**config.mk**
```make
export PLATFORM = sky130hd
export DESIGN_NAME = rr_arbiter
export DESIGN_NICKNAME = d
export VERILOG_FILES = /design/src/rtl/rr_arbiter.sv
export SDC_FILE = /design/constraint.sdc
export NUM_CORES = 1
export LEC_CHECK = 0
export CAP_MARGIN = 10
export CORE_MARGIN = 2
export CORE_UTILIZATION = 33
export DETAILED_ROUTE_END_ITERATION = 8
export PLACE_DENSITY_LB_ADDON = 0.1
export SLEW_MARGIN = 20
export SYNTH_ARGS = -nofsm -noshare
export SYNTH_HDL_FRONTEND = slang
export SYNTH_SLANG_ARGS = --single-unit
```
**constraint.sdc**
```tcl
create_clock -name clk_i -period 3.25 [get_ports clk_i]
set_input_delay 0.65 -clock clk_i [delete_from_list [all_inputs] [get_ports clk_i]]
set_output_delay 0.65 -clock clk_i [all_outputs]
set_load 0.02 [all_outputs]
```
**src/rtl/rr_arbiter.sv**
```systemverilog
// rr_arbiter: round-robin arbiter with registered one-hot grant, grant hold and hold timeout
// Ports:
//   clk_i        clock, rising edge
//   srst_i       synchronous active-high reset
//   req_i        level-sensitive request vector, one bit per requester
//   done_i       current owner releases the resource
//   grant_o      registered one-hot grant, zero when idle
//   grant_val_o  registered, high while a grant is held
//   grant_idx_o  registered binary index of the owner, zero when idle
//   timeout_o    one-cycle pulse when a grant is forcibly revoked
module rr_arbiter #(
   parameter int REQ_N    = 8,
   parameter int MAX_HOLD = 16,
   parameter int IDX_W    = $clog2(REQ_N)
) (
   input  logic             clk_i,
   input  logic             srst_i,
   input  logic [REQ_N-1:0] req_i,
   input  logic             done_i,
   output logic [REQ_N-1:0] grant_o,
   output logic             grant_val_o,
   output logic [IDX_W-1:0] grant_idx_o,
   output logic             timeout_o
);
   localparam int HC_W = $clog2(MAX_HOLD + 1);
   typedef enum logic {IDLE, BUSY} state_t;
   state_t state, state_n;
   logic [IDX_W-1:0] ptr, ptr_n, own_idx, own_idx_n, sel_idx;
   logic [HC_W-1:0] hold_cnt, hold_cnt_n;
   logic [REQ_N-1:0] masked, pick, sel, grant_n;
   logic vol, forced, timeout_n;
   // requests at or above ptr win; fall back to the full vector when none are pending there
   always_comb begin
      masked = req_i & ~((REQ_N'(1) << ptr) - REQ_N'(1));
      pick = |masked ? masked : req_i;
      sel = pick & (~pick + REQ_N'(1));
      sel_idx = '0;
      for (int i = 0; i < REQ_N; i++) if (sel[i]) sel_idx = sel_idx | IDX_W'(i);
   end
   // done and timeout together count as a voluntary release
   assign vol = done_i | ~req_i[own_idx];
   assign forced = ~vol & (hold_cnt == HC_W'(MAX_HOLD - 1));
   always_comb begin
      state_n = state;
      ptr_n = ptr;
      own_idx_n = own_idx;
      hold_cnt_n = hold_cnt;
      grant_n = grant_o;
      timeout_n = 1'b0;
      if (state == IDLE) begin
         if (|req_i) begin
            state_n = BUSY;
            own_idx_n = sel_idx;
            grant_n = sel;
            hold_cnt_n = '0;
         end
      end else if (vol | forced) begin
         state_n = IDLE;
         own_idx_n = '0;
         grant_n = '0;
         ptr_n = (own_idx == IDX_W'(REQ_N - 1)) ? '0 : own_idx + IDX_W'(1);
         timeout_n = forced;
      end else begin
         hold_cnt_n = hold_cnt + HC_W'(1);
      end
   end
   always_ff @(posedge clk_i) begin
      if (srst_i) begin
         state <= IDLE;
         ptr <= '0;
         own_idx <= '0;
         hold_cnt <= '0;
         grant_o <= '0;
         grant_val_o <= 1'b0;
         timeout_o <= 1'b0;
      end else begin
         state <= state_n;
         ptr <= ptr_n;
         own_idx <= own_idx_n;
         hold_cnt <= hold_cnt_n;
         grant_o <= grant_n;
         grant_val_o <= |grant_n;
         timeout_o <= timeout_n;
      end
   end
   assign grant_idx_o = own_idx;
endmodule

```
==> impl_metrics.json <==
{
  "status": "finished, final reports clean",
  "power_density_nw_per_um2": 357,
  "hold_class": "reg -> reg",
  "clk_pin_slew_ns": 0.07,
  "design_area_um2": 1740,
  "grt_start_max_net_pins": 23,
  "antennaDiodeCount": 0,
  "cts_max_level": 1,
  "grt.total_usage_pct": 16.7,
  "avgSynthCellArea_um2": 7.84,
  "fmax_ghz": 0.356,
  "tns_ns": 0,
  "rows": 23,
  "finalSetupViolations": 0,
  "whs_ns": 0.475,
  "min_period_ns": 2.81,
  "fin_crit_sh_pct": 86.3,
  "die_w_um": 68.7,
  "cp-end-kind": "flop",
  "yosys_register_bits": 22,
  "first_iter_violations": 39,
  "post_cts_resized": 0,
  "clockRootBuffer": "clkbuf_8",
  "ys_seq_area_share_pct": 31.9,
  "drive_gt1_share_pct": 10.9,
  "crit_fanout": 7,
  "place_congestion": 0.924,
  "busiest_layer": "met2",
  "vias_per_cell": 5.37,
  "relSlewSlack_pct": 40.5,
  "ff_latch_area_um2": 440,
  "fp.dieH_um": 68.7,
  "placed_area_um2": 1690,
  "wire_per_inst_um": 14.3,
  "slew_violations": 0,
  "synth_nets": 191,
  "synth_area_leaders": "dfxtp_1, a21oi_1, nor2_1",
  "numCtsBuffers": 3,
  "peakVddDrop_uv": 147,
  "finalWirelength_um": 3600,
  "use_met1_pct": 22.5,
  "yosys_warnings": 0,
  "synthCells": 176,
  "io_buffer_count": 23,
  "worst_slew_pin_slew_ns": 0.890,
  "use_met3_pct": 2.44,
  "clockBufferDepth": 2,
  "dieArea_um2": 4720,
  "pre_cts_ws_ns": 0.195,
  "cts_setup_buffers": 0,
  "initial_core_util_pct": 34.5,
  "fin_nets": 219,
  "ys_types": 45,
  "drc": 0,
  "worstSetupPathType": "in -> reg",
  "setup_ws_ns": 0.444,
  "hold_viol": 0,
  "rsz0062_at_grt": "false",
  "hpwl_um": 2800,
  "synth_top_area_share_pct": 31.9,
  "cts_hold_buf": 0,
  "power_mw": 0.620,
  "grt_use_met2_pct": 27.4,
  "core_area_um2": 4000,
  "skew_ns": 0.00857,
  "grt.overflow.total": 0,
  "ant_nets": 0,
  "synth_area_um2": 1380,
  "worstPathRequired_ns": 3.42,
  "p_leak_nw": 0.625,
  "antenna_found_initial": 0,
  "grt_pass1_wl_um": 5980,
  "cts_tree": "built",
  "multi_input_area_um2": 878,
  "dr.pass1.iters": 4,
  "clk_latency_ns": 0.26,
  "fillers": 422,
  "cp-start-kind": "input pin",
  "synth_area_leader_cell": "dfxtp_1",
  "maxCapViolations": 0,
  "vias": 1354,
  "cp.arrival_ns": 2.97,
  "cts.sinks": 22,
  "pin_count": 24,
  "syn_to_final_growth_pct": 25.7,
  "grt_pass1_vias": 1333
}
-- flip-flops by register name, indices dropped and copies added, names as in the netlist --
signal and flops:
hold_cnt 5, state 1, ptr 3, grant_o 8
grant_idx_o 3, grant_val_o 1, timeout_o 1
-- per-stage QoR --
stage / std cells / utilization [%]
5_1_grt: 252 / 43.4
2_1_floorplan: 176 / -
4_1_cts: 252 / 43.4
6_report: 252 / 43.4
3_5_place_dp: 249 / 42.4
3_3_place_gp: 249 / 42.4
-- routing by layer --
metal | wire length, um | vias up
met1 | 1770 | 627
met4 | 57 | 0
li1 | - | 704
met5 | 0 | -
met3 | 78 | 6
met2 | 1690 | 17
-- worst max-delay path: stages --
cell and delay, ns:
clkdlybuf4s50_1 0.51, or2_2 0.37, a31oi_1 0.29, o21a_1 0.24
nand2_1 0.10, a221oi_1 0.45, o21ai_0 0.17, a41oi_2 0.18
-- synthesized netlist by cell type, drive strengths merged --
cell,n
nand4b,1
or3,3
mux2i,3
or2,4
clkbuf,6
nand2b,5
and4,1
o21a,2
nor4,3
buf,2
nand2,17
a221oi,2
a2bb2oi,4
ha,4
a22oi,2
dfxtp,22
a211oi,3
a21oi,17
nor3b,2
o211ai,2
xor2,1
a21bo,1
nand4,2
inv,6
a31o,1
and3,3
a41oi,2
mux4,1
or4,1
a31oi,5
nor3,7
o21bai,2
and2,2
o21ai,8
nand3,5
nor2,19
a311oi,2
nor2b,3
-- report_power, final --
part,leakage (nW),total [mW],switching (mW),internal [mW]
sequential,0.179,0.303,0.0215,0.281
clock,0.0216,0.164,0.0811,0.0825
combinational,0.425,0.153,0.0792,0.0741
-- logic make-up (layout without fill, tap and decap cells) --
family	count (synthesis)	in the layout	share of synthesized area [%]
AOI/OAI and AO/OA	53	53	26.0
and+or+nand+nor	78	78	29.6
muxes	4	4	3.81
buffers and inverters	14	40	4.44
adders and majority gates	4	4	3.63
xor gates and xnor gates	1	1	0.635
DFF	22	22	31.9
-- area by class of cell --
type	count	area share, %
Tap cell	50	3.60
Clock buffer	3	2.38
Timing Repair Buffer	31	16.7
Inverter	6	1.30
Sequential cell	22	25.4
Multi-Input combinational cell	140	50.6
-- final timing paths --
| path | startpoint | endpoint | slack [ns] | depth (start not counted) |
|---|---|---|---|---|
| setup / recovery | req_i[5] | grant_val_o | 0.44 | 8 |
| hold / removal | grant_o[4] | grant_o[4] | 0.48 | 2 |
| setup reg to reg | ptr[2] | grant_val_o | 0.90 | 7 |
| hold reg to reg | grant_o[4] | grant_o[4] | 0.48 | 2 |
-- layout by cell type (no fill, tap or decap), types with 5 or more instances in the layout --
cell type	synthesis	layout
clkdlybuf4s50_1	0	23
dfxtp_1	22	22
nor2_1	19	19
a21oi_1	17	17
nand2_1	16	16
buf_4	0	8
nor3_1	7	7
o21ai_0	7	7
inv_1	6	6
nand2b_1	5	5
a31oi_1	5	5
nand3_1	5	5
(Power assumes the default switching activity.)
